`src/rtl/imem_arb_pkg.sv`:
```
// Shared constants for the instruction-memory arbiter: owner encoding and default fairness limit.
// Optional host lock port is enabled with IMEM_ARB_HOST_LOCK_EN (see imem_arbiter).
package imem_arb_pkg;

    typedef logic [1:0] owner_t;

    localparam owner_t OWN_NONE    = 2'd0;
    localparam owner_t OWN_FETCH   = 2'd1;
    localparam owner_t OWN_HOST_RD = 2'd2;

    localparam int FETCH_RUN_MAX_DEF = 4;

endpackage

```
`src/rtl/imem_arb_fair_cnt.sv`:
```
// Saturating starvation counter: counts fetch grants taken while the host waits
// and raises host_force once the fetch run reaches the limit.
module imem_arb_fair_cnt #(
    parameter int LIMIT = 4
) (
    input  logic clk,
    input  logic reset,
    input  logic inc,
    input  logic clr,
    output logic host_force
);

    logic [3:0] starve_cnt;

    always_ff @(posedge clk) begin
        if (reset || clr) begin
            starve_cnt <= 4'd0;
        end else if (inc && (starve_cnt != 4'(LIMIT))) begin
            starve_cnt <= starve_cnt + 4'd1;
        end
    end

    assign host_force = (starve_cnt == 4'(LIMIT));

endmodule

```
`src/rtl/imem_arbiter.sv`:
```
// Arbitrates the single-port instruction memory between IF fetch (priority) and a host port.
// Define IMEM_ARB_HOST_LOCK_EN to add the host_lock input that shuts fetch out entirely.
module imem_arbiter
    import imem_arb_pkg::*;
#(
    parameter int data_width      = 32,
    parameter int imem_addr_width = 8,
    parameter int FETCH_RUN_MAX   = FETCH_RUN_MAX_DEF
) (
    input  logic                       clk,
    input  logic                       reset,
`ifdef IMEM_ARB_HOST_LOCK_EN
    input  logic                       host_lock,
`endif
    input  logic                       fetch_req,
    input  logic [imem_addr_width-1:0] fetch_addr,
    output logic                       fetch_gnt,
    output logic                       fetch_rvalid,
    output logic [data_width-1:0]      fetch_rdata,
    input  logic                       host_req,
    input  logic                       host_wen,
    input  logic [imem_addr_width-1:0] host_addr,
    input  logic [data_width-1:0]      host_wdata,
    output logic                       host_gnt,
    output logic                       host_rvalid,
    output logic [data_width-1:0]      host_rdata,
    output logic [imem_addr_width-1:0] mem_addr,
    output logic [data_width-1:0]      mem_din,
    output logic                       mem_wen,
    input  logic [data_width-1:0]      mem_dout,
    output logic                       pc_hold
);

    logic                  lock;
    logic                  host_force;
    owner_t                owner_d;
    owner_t                owner_p1;
    logic [data_width-1:0] fetch_rdata_q;
    logic [data_width-1:0] host_rdata_q;

`ifdef IMEM_ARB_HOST_LOCK_EN
    assign lock = host_lock;
`else
    assign lock = 1'b0;
`endif

    always_comb begin
        host_gnt  = 1'b0;
        fetch_gnt = 1'b0;
        if (!reset) begin
            if (host_req && (lock || !fetch_req || host_force)) begin
                host_gnt = 1'b1;
            end else if (fetch_req && !lock) begin
                fetch_gnt = 1'b1;
            end
        end
    end

    imem_arb_fair_cnt #(
        .LIMIT (FETCH_RUN_MAX)
    ) u_fair_cnt (
        .clk        (clk),
        .reset      (reset),
        .inc        (fetch_gnt & host_req),
        .clr        (host_gnt | ~host_req | lock),
        .host_force (host_force)
    );

    // Idle cycles keep the PC on the address bus so the memory pre-reads the next fetch.
    assign mem_addr = host_gnt ? host_addr : fetch_addr;
    assign mem_din  = host_wdata;
    assign mem_wen  = host_gnt & host_wen;
    assign pc_hold  = fetch_req & ~fetch_gnt;

    always_comb begin
        owner_d = OWN_NONE;
        if (fetch_gnt) begin
            owner_d = OWN_FETCH;
        end else if (host_gnt && !host_wen) begin
            owner_d = OWN_HOST_RD;
        end
    end

    // Stage 1: memory returns the word granted last cycle; reset drops a pending read.
    always_ff @(posedge clk) begin
        if (reset) begin
            owner_p1      <= OWN_NONE;
            fetch_rdata_q <= '0;
            host_rdata_q  <= '0;
        end else begin
            owner_p1 <= owner_d;
            if (fetch_rvalid) fetch_rdata_q <= mem_dout;
            if (host_rvalid)  host_rdata_q  <= mem_dout;
        end
    end

    assign fetch_rvalid = ~reset & (owner_p1 == OWN_FETCH);
    assign host_rvalid  = ~reset & (owner_p1 == OWN_HOST_RD);
    assign fetch_rdata  = fetch_rvalid ? mem_dout : fetch_rdata_q;
    assign host_rdata   = host_rvalid  ? mem_dout : host_rdata_q;

endmodule

```
`config.mk`:
```
export PLATFORM = sky130hd
export DESIGN_NAME = imem_arbiter
export DESIGN_NICKNAME = d
export VERILOG_FILES = /design/src/rtl/imem_arb_pkg.sv /design/src/rtl/imem_arb_fair_cnt.sv /design/src/rtl/imem_arbiter.sv
export SDC_FILE = /design/constraint.sdc
export NUM_CORES = 1
export LEC_CHECK = 0
export CAP_MARGIN = 20
export CELL_PAD_IN_SITES_DETAIL_PLACEMENT = 1
export CELL_PAD_IN_SITES_GLOBAL_PLACEMENT = 2
export CORE_MARGIN = 1
export CORE_UTILIZATION = 19
export CTS_CLUSTER_SIZE = 25
export DETAILED_ROUTE_END_ITERATION = 10
export HOLD_SLACK_MARGIN = 0.02
export PLACE_DENSITY = 0.72
export SYNTH_ARGS = -nofsm -noshare
export SYNTH_HDL_FRONTEND = slang
export SYNTH_SLANG_ARGS = --single-unit
```
`constraint.sdc`:
```
create_clock -name clk -period 1.7 [get_ports clk]
set_input_delay 0.34 -clock clk [delete_from_list [all_inputs] [get_ports clk]]
set_output_delay 0.34 -clock clk [all_outputs]
set_load 0.1 [all_outputs]
```
==> results.cfg, run 1 <==
[critical_path]
critPathArrivalTime_ns = 1.87
critPathRequiredTime_ns = 1.36
endpoint_kind = output pin
crit_family = buffers and inverters
r2r-end = host_rdata_q[15]
timing.rr.start = owner_p1[1]
crit_path_top_delay_cell = mux2_4
cp_slowest_stage_delay_ns = 0.33
path_class = reg2out
cp_max_fo = 9
cp-start-kind = register
r2r_cells = 7
r2r_slack_ns = 0.04
path_buf_inv = 3
path_cells = inv_2 > ha_4 > nand3b_1 > a211oi_2 > buf_6 > mux2_4 > buf_12

[worst_hold_path]
hold_end = u_fair_cnt.starve_cnt[0]
worstHoldPathType = reg2reg
hold_path_startpoint = u_fair_cnt.starve_cnt[0]
hold_path_depth = 2

[sta]
setup_slack_ns = -0.510
worst_pin_slew_ns = 0.289
layout_min_cycle_time_ns = 2.21
skew_ns = 0.00414
max-slew-margin-rel_pct = 80.7
hold_viol_final = 0
rsz0062_at_grt = yes
max_freq_mhz = 453
hold_ws_ns = 0.517
period_share_pct = 130
finalSetupViolCount = 78
finalMaxSlewViolations = 0

[synthesis]
syn-cell-area_mm2 = 0.00314
synth.net_count = 363
synth_area_leaders = dfxtp_1 (45%), mux2_2 (25%), and2_1 (13%), buf_4 (7.9%), buf_6 (2.2%)
synth_edf_count = 0
synth-seq-area-share_pct = 44.6
synth_seq_cells = 70
syn_inst = 276
synth_top_area_share_pct = 44.6
ys.warnings.count = 0
yosysMostFrequentCell = mux2_2
ys_types = 19
avgSynthCellArea_um2 = 11.4
postSynth.asyncResetShare_pct = 0
synth_common_cells = mux2_2 (71), dfxtp_1 (70), and2_1 (65)
ys.flop_type = dfxtp_1
synth_largest_area_cell = dfxtp_1

[routing]
drc = 0
wirelength_um = 9570
first_iter_violations = 55
wl_per_cell_um = 15.2
vias = 2416
viasPerCell = 3.83
ant_nets = 0
drtPass1Iterations = 3

[floorplanning]
core_mm2 = 0.0160
die_area_mm2 = 0.0171
die_w_um = 131
initial_utilization_pct = 19.6
num_rows = 46
chipHeight_um = 131
ios = 195

[power_and_ir_drop]
power.density_mw_per_mm2 = 757
cellLeakagePower_nw = 2.61
ir_drop_uv = 416

[final_layout]
multiInputGateArea_mm2 = 0.00168
fillers = 1688
final_core_util_pct = 39.4
fin_nets = 500
syn_to_final_growth_pct = 100
drive_above_1_share_pct = 53.3
antenna_cells = 0
seq_area_mm2 = 0.00141

[clock_network]
clkLatencyLatePin_ns = 0.33
clockBufferDepth = 2
cts_root_buf = clkbuf_16
htreeDepth = 3
hold_buffers = 0
cts_tree = built
cts_sinks = 70
cts.clk_slew.worst_paths_ns = 0.05
numCtsBuffers = 9

[outcome]
violations = negative setup slack
status = finished with violations

[placement]
port_buffers = 130
dp_hpwl_um = 6590
gp_congestion = 0.662
dp_slack_ns = -0.648

[global_route]
grt_max_degree = 35
overflow = 0
grt_pass1_wl_um = 14800
grt_pass1_vias = 2729
track_usage_pct = 11.7
antenna_found_initial = 0

[flow_run]
maxCapViolations = 0
registers in the layout, indices dropped and copies added, names as in the netlist:
| name | count |
|---|---|
| u_fair_cnt.starve_cnt | 4 |
| fetch_rdata_q | 32 |
| owner_p1 | 2 |
| host_rdata_q | 32 |
repair_timing:
item / in CTS / in global routing
cloned: 5 / 0
buffers inserted: 15 / 9
gates resized for setup: 27 / 13
setup endpoints to repair: 99 / 80
pin swaps: 2 / 0
report_power, final:
part	internal, mW	leakage (nW)	switching (mW)
clock	1.04	0.133	0.671
sequential	1.68	0.569	0.0120
combinational	0.591	1.90	0.778
total	3.31	2.61	1.46
worst max-delay path by stage:
| stage | start | to | cells after the start |
|---|---|---|---|
| after floorplan | u_fair_cnt.starve_cnt[1] | mem_addr[0] | 6 |
| after global placement | reset | host_rdata[31] | 6 |
| after detailed placement | reset | fetch_rdata[0] | 6 |
| after CTS | u_fair_cnt.starve_cnt[1] | mem_addr[7] | 7 |
| after global routing | u_fair_cnt.starve_cnt[1] | mem_addr[1] | 7 |
| final | u_fair_cnt.starve_cnt[1] | mem_addr[7] | 7 |
worst register-to-register path: cells and delay by family, from the launching register on:
kind / cells / cell delay, ns
multiplexers: 1 / 0.33
flip-flops: 1 / 0.35
AND/OR/NAND/NOR: 2 / 0.37
buffers and inverters: 4 / 0.51
metrics by stage:
| stage | TNS [ns] | total power, mW | instance area [um^2] | cells |
|---|---|---|---|---|
| floorplan | -3.44 | 2.86 | 3440 | 276 |
| global placement | -64.77 | 3.02 | 5590 | 593 |
| detailed placement | -67.12 | 3.04 | 5590 | 593 |
| CTS | -31.79 | 4.84 | 6230 | 625 |
| global route | -36.93 | 4.95 | 6300 | 631 |
| finish | -29.87 | 4.77 | 6300 | 631 |
area by class of cell:
cell class	instances	share of cell area (%)
well taps	216	4.29
multi-input cells	155	26.7
inverters	5	0.298
clock buffers	11	4.01
flip-flops and latches	70	22.3
repair buffers	172	42.2
clock inverters	2	0.159
logic make-up after synthesis:
family / synth area share, %
simple gates: 15.6
mux: 25.9
flops: 44.6
buf+inv: 11.5
compound gates: 1.04
xor+xnor: 0.558
fa+ha+maj: 0.796
metal layers:
layer / part of all wire (%) / vias to the layer above / track usage, %
met2: 54 / 102 / 21.5
met3: 8.8 / 12 / 4.97
met5: 0 / - / 0
met1: 36 / 1154 / 11.9
met4: 1.4 / 0 / 4.12
li1: - / 1148 / -
placed cells by master (no fill, tap or decap), drive strengths merged, types with 2 or more instances in the layout:
cell           instances
buf                  120
mux2                  72
dfxtp                 70
and2                  65
clkdlybuf4s50         51
clkbuf                11
inv                    5
nor2                   4
nor3b                  2
clkinv                 2
o211a                  2
nor2b                  2
ha                     2
No activity file was read; power rests on OpenSTA's default activity.
==> run 2: changes to the inputs <==
Settings changed: MAX_ROUTING_LAYER from default to met4, RECOVER_POWER from default to 50.
==> results.cfg, run 2 (synthesized netlist as in run 1, its figures left out) <==
[sta]
finalSetupViolCount = 79
max-slew-margin-rel_pct = 62.8
worst_pin_slew_ns = 0.557
setup_slack_ns = -0.511
skew_ns = 0.00450
hold_ws_ns = 0.517
hold_viol_final = 0
finalMaxSlewViolations = 0
layout_min_cycle_time_ns = 2.21
max_freq_mhz = 452
period_share_pct = 130
rsz0062_at_grt = yes

[clock_network]
cts_root_buf = clkbuf_16
cts.clk_slew.worst_paths_ns = 0.05
cts_tree = built
htreeDepth = 3
cts_sinks = 70
clockBufferDepth = 2
numCtsBuffers = 9
hold_buffers = 0
clkLatencyLatePin_ns = 0.33

[floorplanning]
num_rows = 46
initial_utilization_pct = 19.6
die_area_mm2 = 0.0171
chipHeight_um = 131
core_mm2 = 0.0160
die_w_um = 131
ios = 195

[final_layout]
multiInputGateArea_mm2 = 0.00168
antenna_cells = 0
syn_to_final_growth_pct = 99.2
top_regs = fetch_rdata_q x32, host_rdata_q x32, u_fair_cnt.starve_cnt x4
fin_nets = 500
drive_above_1_share_pct = 53.0
fillers = 1693
seq_area_mm2 = 0.00141
final_core_util_pct = 39.1
final_cell_mix = buf_12 (86), mux2_4 (72), dfxtp_1 (66)
instances_no_fill = 631
final_common_cell = buf_12

[power_and_ir_drop]
p_int_mw = 3.30
ir_drop_uv = 416
cellLeakagePower_nw = 2.59
clockPowerShare_pct = 35.9
switching_share_pct = 30.7
pwr-share-seq_pct = 35.5
pwr-share-comb_pct = 28.6
power.density_mw_per_mm2 = 760
power.switching_mw = 1.46

[critical_path]
cp-start-kind = register
endpoint_kind = output pin
cp_max_fo = 9
critPathArrivalTime_ns = 1.87
critPathRequiredTime_ns = 1.36
path_class = reg2out
r2r_slack_ns = -0.01

[outcome]
status = finished with violations
violations = negative setup slack

[routing]
drc = 0
wl_per_cell_um = 15.2
ant_nets = 0
drtPass1Iterations = 3
viasPerCell = 3.83
wirelength_um = 9580
first_iter_violations = 61
vias = 2417

[global_route]
antenna_found_initial = 0
track_usage_pct = 12.1
gr-usage-met3_pct = 4.40
grt_pass1_wl_um = 14800
met2_usage_pct = 21.5
grtUsageMet1_pct = 12.2
gr-max-usage-layer = met2
overflow = 0
grt_pass1_vias = 2740
grt_max_degree = 35

[worst_hold_path]
worstHoldPathType = reg2reg

[placement]
dp_slack_ns = -0.648
post-place-cells = 593
port_buffers = 130
dp_hpwl_um = 6590
gp_congestion = 0.668

[flow_run]
maxCapViolations = 0
==> run 2: final timing paths <==
check | from | end | depth (start not counted)
worst max-delay path | u_fair_cnt.starve_cnt[1] | mem_addr[7] | 7
worst min-delay path | u_fair_cnt.starve_cnt[0] | u_fair_cnt.starve_cnt[0] | 2
worst max register to register | owner_p1[0] | fetch_rdata_q[2] | 6
worst min register to register | u_fair_cnt.starve_cnt[0] | u_fair_cnt.starve_cnt[0] | 2
==> run 2: stage by stage <==
stage               area, um^2  power, mW  setup TNS (ns)
floorplan                 3440       2.86           -3.44
global placement          5590       3.02          -64.77
detailed placement        5590       3.04          -67.12
CTS                       6230       4.84          -31.79
global route              6260       4.94          -39.08
finish                    6260       4.76          -31.88
==> run 2: power groups by stage <==
stage	registers [mW]	logic [mW]	clock network, mW
2_1_floorplan	1.72	1.14	0
3_3_place_gp	1.72	1.30	0
3_5_place_dp	1.73	1.31	0
4_1_cts	1.69	1.37	1.78
5_1_grt	1.69	1.40	1.85
6_report	1.69	1.36	1.71
==> run 2: layout make-up <==
| class | instances | share of cell area, % |
|---|---|---|
| clock buffers | 11 | 4.04 |
| inverters | 5 | 0.300 |
| clock inverters | 2 | 0.160 |
| well taps | 216 | 4.32 |
| repair buffers | 172 | 41.8 |
| flip-flops and latches | 70 | 22.5 |
| multi-input cells | 155 | 26.9 |
==> run 2: layer usage <==
layer / vias to the layer above / share of wire (%)
li1: 1148 / -
met3: 12 / 7.9
met5: - / 0
met1: 1154 / 37
met4: 0 / 1.4
met2: 103 / 54
==> run 2: timing repair <==
action / in CTS / in global routing
setup endpoints to repair: 99 / 80
gates resized for setup: 27 / 13
cloned: 5 / 0
setup buffers: 15 / 9
pin swaps: 2 / 0
==> run 2: worst max-delay path: stages (launching register included) <==
cell	delay, ns
dfxtp_2	0.32
inv_2	0.06
ha_4	0.12
nand3b_1	0.11
a211oi_2	0.23
buf_6	0.19
mux2_4	0.33
buf_12	0.17
